`config.mk`:
```
export PLATFORM = sky130hd
export DESIGN_NAME = fetch_stage_flat
export DESIGN_NICKNAME = d
export VERILOG_FILES = /design/src/rtl/fetch_stage_pkg.sv /design/src/rtl/fetch_stage_if.sv /design/src/rtl/fetch_stage_if_id_reg.sv /design/src/rtl/fetch_stage.sv /design/src/flat_wrapper.sv
export SDC_FILE = /design/constraint.sdc
export NUM_CORES = 1
export LEC_CHECK = 0
export CORE_ASPECT_RATIO = 0.9
export CORE_MARGIN = 2
export CORE_UTILIZATION = 45
export DETAILED_ROUTE_END_ITERATION = 10
export HOLD_SLACK_MARGIN = 0.12
export PLACE_DENSITY = 0.81
export RECOVER_POWER = 50
export SYNTH_ARGS = -nofsm -noshare
export SYNTH_HDL_FRONTEND = slang
export SYNTH_SLANG_ARGS = --single-unit
```
`constraint.sdc`:
```
create_clock -name clk -period 3.3 [get_ports clk]
set_clock_uncertainty 0.1 [all_clocks]
set_input_delay 0.33 -clock clk [delete_from_list [all_inputs] [get_ports clk]]
set_output_delay 0.33 -clock clk [all_outputs]
set_load 0.01 [all_outputs]
```
`src/rtl/fetch_stage_pkg.sv`:
```
// Shared types and constants for the LEGv8 fetch stage.
// Also holds HALT_INSTR, which fetch_stage uses when FETCH_HALT_DETECT_EN is defined.
package fetch_pkg;

    localparam int PC_W    = 64;
    localparam int INSTR_W = 32;

    localparam logic [PC_W-1:0]    PC_STEP      = 64'd4;
    localparam logic [INSTR_W-1:0] BUBBLE_INSTR = 32'h0000_0000;
    localparam logic [INSTR_W-1:0] HALT_INSTR   = 32'hB400_001F;   // CBZ XZR,#0

    typedef struct packed {
        logic [PC_W-1:0]    pc;
        logic [INSTR_W-1:0] instr;
        logic               valid;
    } if_id_t;

    typedef enum logic [1:0] {
        IF_ID_LOAD   = 2'd0,
        IF_ID_HOLD   = 2'd1,
        IF_ID_BUBBLE = 2'd2,
        IF_ID_DROP   = 2'd3
    } if_id_op_t;

endpackage

```
`src/rtl/fetch_stage_if.sv`:
```
// Fetch-stage bundle: control inputs, imem port and IF/ID outputs.
// master = fetch_stage, slave = decode/imem side.
interface fetch_stage_if #(
    parameter int N  = 64,
    parameter int IW = 32,
    parameter int AW = 8
);
    logic          stall;
    logic          flush;
    logic          pc_src;
    logic [N-1:0]  pc_branch;
    logic [IW-1:0] imem_q;
    logic [AW-1:0] imem_addr;
    logic [N-1:0]  pc;
    logic [N-1:0]  if_id_pc;
    logic [IW-1:0] if_id_instr;
    logic          if_id_valid;
    logic          halted;

    modport master (
        input  stall, flush, pc_src, pc_branch, imem_q,
        output imem_addr, pc, if_id_pc, if_id_instr, if_id_valid, halted
    );

    modport slave (
        output stall, flush, pc_src, pc_branch, imem_q,
        input  imem_addr, pc, if_id_pc, if_id_instr, if_id_valid, halted
    );
endinterface

```
`src/rtl/fetch_stage_if_id_reg.sv`:
```
// IF/ID pipeline register: load, hold, bubble (zero instr, keep pc) or drop valid only.
// Synchronous active-low reset.
module if_id_reg
    import fetch_pkg::*;
(
    input  logic      clk,
    input  logic      reset,
    input  if_id_op_t op,
    input  if_id_t    d,
    output if_id_t    q
);

    always_ff @(posedge clk) begin
        if (!reset) begin
            q <= '0;
        end else begin
            case (op)
                IF_ID_LOAD:   q <= d;
                IF_ID_HOLD:   q <= q;
                IF_ID_BUBBLE: begin
                    q.pc    <= d.pc;
                    q.instr <= BUBBLE_INSTR;
                    q.valid <= 1'b0;
                end
                IF_ID_DROP:   q.valid <= 1'b0;
                default:      q <= q;
            endcase
        end
    end

endmodule

```
`src/rtl/fetch_stage.sv`:
```
// LEGv8 instruction fetch: PC register, imem word address and IF/ID control.
// Optional halt-idiom detection under FETCH_HALT_DETECT_EN.
module fetch_stage
    import fetch_pkg::*;
#(
    parameter int N  = 64,
    parameter int IW = 32,
    parameter int AW = 8
) (
    input  logic          clk,
    input  logic          reset,
    fetch_stage_if.master bus
);

    logic [N-1:0] pc_r;
    logic [N-1:0] pc_inc;
    logic [N-1:0] pc_tgt;
    logic         normal;
    logic         halted_r;
    logic         halt_hit;
    if_id_op_t    op;
    if_id_t       d;
    if_id_t       q;

    assign pc_inc = pc_r + N'(PC_STEP);
    assign pc_tgt = bus.pc_branch & ~N'(3);
    assign normal = !bus.pc_src && !bus.flush && !bus.stall;

`ifdef FETCH_HALT_DETECT_EN
    assign halt_hit = normal && (bus.imem_q == IW'(HALT_INSTR));

    always_ff @(posedge clk) begin
        if (!reset) begin
            halted_r <= 1'b0;
        end else if (!halted_r && halt_hit) begin
            halted_r <= 1'b1;
        end
    end
`else
    assign halt_hit = 1'b0;
    assign halted_r = 1'b0;
`endif

    // pc_src > flush > stall > normal; a halted core freezes until reset
    always_ff @(posedge clk) begin
        if (!reset) begin
            pc_r <= '0;
        end else if (halted_r) begin
            pc_r <= pc_r;
        end else if (bus.pc_src) begin
            pc_r <= pc_tgt;
        end else if (bus.flush) begin
            pc_r <= bus.stall ? pc_r : pc_inc;
        end else if (!bus.stall && !halt_hit) begin
            pc_r <= pc_inc;
        end
    end

    always_comb begin
        op = IF_ID_LOAD;
        if (halted_r) begin
            op = IF_ID_DROP;
        end else if (bus.pc_src || bus.flush) begin
            op = IF_ID_BUBBLE;
        end else if (bus.stall) begin
            op = IF_ID_HOLD;
        end
    end

    always_comb begin
        d       = '0;
        d.pc    = PC_W'(pc_r);
        d.instr = INSTR_W'(bus.imem_q);
        d.valid = 1'b1;
    end

    if_id_reg u_if_id_reg (
        .clk   (clk),
        .reset (reset),
        .op    (op),
        .d     (d),
        .q     (q)
    );

    assign bus.imem_addr   = pc_r[AW+1:2];
    assign bus.pc          = pc_r;
    assign bus.if_id_pc    = N'(q.pc);
    assign bus.if_id_instr = IW'(q.instr);
    assign bus.if_id_valid = q.valid;
    assign bus.halted      = halted_r;

endmodule

```
`src/flat_wrapper.sv`:
```
// flat-port wrapper written by rule: the top's interface ports become plain ports
module fetch_stage_flat import fetch_pkg::*;
#(
    parameter int N  = 64,
    parameter int IW = 32,
    parameter int AW = 8
)
  (clk, reset, bus_stall, bus_flush, bus_pc_src, bus_pc_branch, bus_imem_q, bus_imem_addr, bus_pc, bus_if_id_pc, bus_if_id_instr, bus_if_id_valid, bus_halted);
  fetch_stage_if #(.N(N), .IW(IW), .AW(AW)) bus_i ();
  input  logic clk;
  input  logic reset;
  input wire logic [$bits(bus_i.stall)-1:0] bus_stall;
  input wire logic [$bits(bus_i.flush)-1:0] bus_flush;
  input wire logic [$bits(bus_i.pc_src)-1:0] bus_pc_src;
  input wire logic [$bits(bus_i.pc_branch)-1:0] bus_pc_branch;
  input wire logic [$bits(bus_i.imem_q)-1:0] bus_imem_q;
  output wire logic [$bits(bus_i.imem_addr)-1:0] bus_imem_addr;
  output wire logic [$bits(bus_i.pc)-1:0] bus_pc;
  output wire logic [$bits(bus_i.if_id_pc)-1:0] bus_if_id_pc;
  output wire logic [$bits(bus_i.if_id_instr)-1:0] bus_if_id_instr;
  output wire logic [$bits(bus_i.if_id_valid)-1:0] bus_if_id_valid;
  output wire logic [$bits(bus_i.halted)-1:0] bus_halted;
  assign bus_i.stall = bus_stall;
  assign bus_i.flush = bus_flush;
  assign bus_i.pc_src = bus_pc_src;
  assign bus_i.pc_branch = bus_pc_branch;
  assign bus_i.imem_q = bus_imem_q;
  assign bus_imem_addr = bus_i.imem_addr;
  assign bus_pc = bus_i.pc;
  assign bus_if_id_pc = bus_i.if_id_pc;
  assign bus_if_id_instr = bus_i.if_id_instr;
  assign bus_if_id_valid = bus_i.if_id_valid;
  assign bus_halted = bus_i.halted;
  fetch_stage #(.N(N), .IW(IW), .AW(AW)) u_core (.clk(clk), .reset(reset), .bus(bus_i));
endmodule
```
* Word-level counts from Yosys, hierarchy flattened
Index checks and enable logic that the tools add are counted.
Storage, ports and cells: register bits 161, input bits 101, output and inout bits 170
Cells by class: add/subtract/negate cells 1, eq/ne operators 4, multiplexer cells 6, bitwise logic cells 1, reduce and logical (&&, ||, !) cells 5
Operators with widths (count):
- $pmux 96 s2 | 1
- $mux 64 | 2
- $add 64x3->64 const B | 1
- $eq 2x2->1 const B | 2
- $reduce_or 2->1 | 2
- $eq 2x1->1 const B | 1
- $logic_not 2->1 | 1
- $mux 2 | 1
- $ne 2x1->1 const B | 1
- $pmux 1 s2 | 1
- $reduce_bool 2->1 | 1
- $logic_or 1x1->1 | 1
- $mux 1 | 1
- $not 1->1 | 1

* Logic depth before layout (Yosys ltp)
depth after elaboration 5, gate-level depth with buffers 8, gate-level depth less buffers 6

* By module
A second synthesis with hierarchy kept.
Unflattened totals: cell total of the unflattened synthesis 835, area total of the unflattened synthesis 7479.7 sq um
Modules (own cells, without submodules):
- if_id_reg | times used 1, cells each 352, area each 3746.1 sq um, sequential area each 1941.9 sq um
- fetch_stage | times used 1, cells each 483, area each 3733.6 sq um, sequential area each 1241.2 sq um

* Least setup slack after synthesis
No wires, ideal clock.
kind reg2reg, start register u_core.pc_r[2] (netlist: u_core.bus.pc[2]), end register u_core.pc_r[54] (netlist: u_core.bus.pc[54]), data arrival time 2.294 ns, data required time 3.138 ns, setup slack 0.844 ns, cell stages (with the launch flop) 8, path through dfxtp_1 -> ha_1 -> nand4_1 -> or4_1 -> clkbuf_2 -> or3_4 -> or4_1 -> nand3_1
On the way: word-level cells in the longest chain between the ends 3
Ends and longest elaborated chain:
- start: declaration | RTL line fetch_stage.sv:15 | logic [N-1:0] pc_r;
- start signal: assignment | RTL line fetch_stage.sv:49 | pc_r <= pc_r;
- start signal: assignment | RTL line fetch_stage.sv:51 | pc_r <= pc_tgt;
- start signal: assignment | RTL line fetch_stage.sv:53 | pc_r <= bus.stall ? pc_r : pc_inc;
- $add 64x3->64 | RTL line fetch_stage.sv:25 | assign pc_inc = pc_r + N'(PC_STEP);
- $mux 64 | RTL line fetch_stage.sv:53, fetch_stage.sv:54
- $mux 64 | RTL line fetch_stage.sv:50 | end else if (bus.pc_src) begin
No other way between the ends. The select of a mux whose other input is x is not followed. A chain may end at the register's enable or synchronous reset.

* Worst setup path after layout
start register u_core.pc_r[4] (netlist: u_core.bus.pc[4]), end register u_core.pc_r[54] (netlist: u_core.bus.pc[54])
Same word-level chain as after synthesis.

==> impl_summary.log <==
INFO  metric ctsRootBufferMaster = clkbuf_16
INFO  metric timing.setup.tns = 0 ns
INFO  metric mean_instance_size_in_the_synthesized_netlist = a little over 8 um2
INFO  metric yosysWarnings = 0
INFO  metric slowest_stage_delay_on_critical_path = 0.75 ns
INFO  metric synth_cell_type_count = 48
INFO  metric layout_commonest_cell = nand2_1
INFO  metric worst-r2r-cell-count = 5
INFO  metric cts-hold-fix-buffers = 0
INFO  metric setup.worst_path.end_class = flip-flop
INFO  metric final-setup-viol-count = 0
INFO  metric clock_tree.htree_level_count = 4
INFO  metric max-slew-margin-rel = 0.289
INFO  metric die_x = approximately 140 um
INFO  metric mostFrequentLayoutCells = nand2_1 (169), dfxtp_1 (157), clkdlybuf4s50_1 (148)
INFO  metric core-area = 16000 um2
INFO  metric gpl.final_weighted_congestion = 0.854
INFO  metric timing.setup.critical_path_class = reg -> reg
INFO  metric final_hold_fails = 0
INFO  metric crit_path_start_kind = flip-flop
INFO  metric synth.ff_latch_count = approximately 160
INFO  metric post_cts_buffers = 0
INFO  metric yosys.area.top_type = dfxtp_1
INFO  metric crit_chain = nand3_1, or4_1, or3_4, or4_1, nand3_1
INFO  metric ioPinCount = 271
INFO  metric tritoncts.num_buffers = 17
INFO  metric die_ar = between 15000 and 20000 um2
INFO  metric synth_top_cells_by_area = dfxtp_1 (43%), nand2_1 (8.8%), a21boi_0 (6.4%), o21ai_0 (3.4%), a22oi_1 (3.3%)
INFO  metric synth_flop_cell = dfxtp_1
INFO  metric post_synth_instance_area = 7280 um2
INFO  metric grt_usage = 0.257
INFO  metric cts.sink_count = about 160
INFO  metric layout.cell_area.non_filler = ~11000 um2
INFO  metric netlist_instances = between 800 and 900
INFO  metric pnr_worst_setup_slack = just under 0.6 ns
INFO  metric critPathSlowestCell = or4_1
INFO  metric synth_edf_count = 0
INFO  metric final_layout_size_suffix_gt1_frac = 0.0551
INFO  metric slew_viol_final = 0
INFO  metric achievable-frequency = roughly 370 MHz
INFO  metric post_cts_repair_resize_count = 0
INFO  metric yosysTopAreaCellShare = 0.432
INFO  metric status = finished clean
INFO  metric total_drc_errors_in_the_routed_layout = 0
INFO  metric synthArstFlopShare = 0
INFO  metric io_buffers = approximately 260
INFO  metric initial_antenna_violation_count = 0
INFO  metric whs = roughly 0.24 ns
INFO  metric min_path_type = in -> reg
INFO  metric place.detailed.instances = about 1.3k
INFO  metric globalRouteOverflowTotal = 0
INFO  metric floorplan.initialDensity = 0.456
INFO  metric placement_stage_cell_area = 10000 um2
INFO  metric crit_required = 3.56 ns
INFO  metric static-leakage-power = between 0.004 and 0.005 uW
INFO  metric total_wire_length = 22700 um
INFO  metric power.density = ~440 nW/um2
INFO  metric fin_cells = roughly 1.3k
INFO  metric irDropWorstVdd = around 0.35 mV
INFO  metric core.rowCount = 44
INFO  metric clkSlewWorstSetupHoldPaths = 0.06 ns
INFO  metric r2r_slack = a little under 0.6 ns
INFO  metric antenna_cells_inserted = 0
INFO  metric die_h = between 100 and 150 um
INFO  metric min_delay_path_depth = 4
INFO  metric drt-wirelength-per-cell = approximately 17 um
INFO  metric clk_path_buf_depth = 2
INFO  metric unrepaired_setup_endpoints_after_global_routing = no
INFO  metric routed-via-count = between 7k and 8k
INFO  metric synthToLayoutAreaGrowth = 45.8%
INFO  metric dp_worst_setup_slack = 0.614 ns
INFO  metric share_of_the_clock_period_used_by_the_worst_path = 0.820
INFO  metric finish.net_count = ~1.2k
INFO  metric drv_cap = 0
INFO  metric vias_in_the_first_global_route = around 6.7k
INFO  metric dp.final_hpwl = ~16000 um
INFO  metric ant_nets = 0
INFO  metric min_period = 2.71 ns
INFO  metric detail_route.iter0.violations = 521
INFO  metric clock_latency = 0.42 ns
INFO  metric tightest_slew = 1.07 ns
INFO  metric crit_path_max_fanout = 9
INFO  metric seq_area_frac_synth = 0.432
INFO  metric avgViaCountPerCell = approximately 5.5
INFO  metric global_route_wire_length_before_repair = between 30000 and 40000 um
INFO  metric cts_tree = done
INFO  metric grt_max_degree = 67
INFO  metric worstPathArrival = 2.97 ns
INFO  metric drt-pass1-iter-count = 5
## power breakdown
part           leakage (uW)  switching (uW)  internal (uW)  total, uW
logic               0.00243             285            361        646
clock network      0.000288             823           1150       1970
registers           0.00129             111           1990       2100
## worst max-delay path, delay by kind of cell, from the launching register on
family / cells / cell delay [ns]
flip-flops: 1 / 0.50
AND/OR/NAND/NOR: 5 / 2.03
## synth_stat cells, types with 2 or more instances
cell,number
o311a_1,4
nand2_1,170
or4_1,13
nor4_1,15
nand3_1,32
a211oi_1,2
a21boi_0,62
inv_1,6
xnor2_1,20
nand4b_1,2
o21ai_0,50
clkbuf_1,54
nor3_1,27
a21oi_1,21
o31ai_1,4
and2_1,12
o211ai_1,4
nor2b_1,37
a311oi_1,4
o31a_1,2
o21a_1,3
nor2_1,11
or2_2,2
buf_4,13
nand2b_1,11
a31oi_1,9
buf_1,6
nand4_1,28
a22oi_1,32
and4_1,5
xor2_1,15
buf_2,2
o211a_1,11
or3_1,9
dfxtp_1,157
and3_1,12
nor3b_1,4
## final timing paths
kind	startpoint	end
setup / recovery	u_core.bus.pc[4]	u_core.bus.pc[54]
hold / removal	bus_pc_src	u_core.u_if_id_reg.q[0]
setup reg to reg	u_core.bus.pc[4]	u_core.bus.pc[54]
hold reg to reg	u_core.u_if_id_reg.q[0]	u_core.u_if_id_reg.q[0]
## sequential cells by signal, indices dropped and copies added, names as in the netlist
name and cells:
u_core.u_if_id_reg.q 95, u_core.bus.pc 62
## layer usage
metal / global-route usage / up-vias / routed length [um]
met2: 0.414 / 283 / 10600
met3: 0.0730 / 25 / 1790
met4: 0.0624 / 0 / 303
met5: 0 / - / 0
met1: 0.341 / 3376 / 10000
li1: - / 3585 / -
## through the flow
| step | util | power, uW |
|---|---|---|
| floorplan | - | 2410 |
| global placement | 0.628 | 2800 |
| detailed placement | 0.628 | 2810 |
| CTS | 0.665 | 4780 |
| global route | 0.665 | 4900 |
| finish | 0.665 | 4720 |
## logic make-up after synthesis
logic type	synth area share
AOI/OAI and AO/OA	0.196
adders and majority gates	0.00172
DFF	0.432
and+or+nand+nor	0.277
buffers and inverters	0.0500
muxes	0.00138
other	0.000515
xor gates and xnor gates	0.0421
## final cells by class
type	instances	area [um2]
sequential	157	3140
inverter	7	26.3
clock buffer	18	439
tap	207	259
multi-input combinational	646	3800
timing repair buffer	283	2800
clock inverter	14	155
fill	1370	5350
Power figures use the tool's default switching activity.
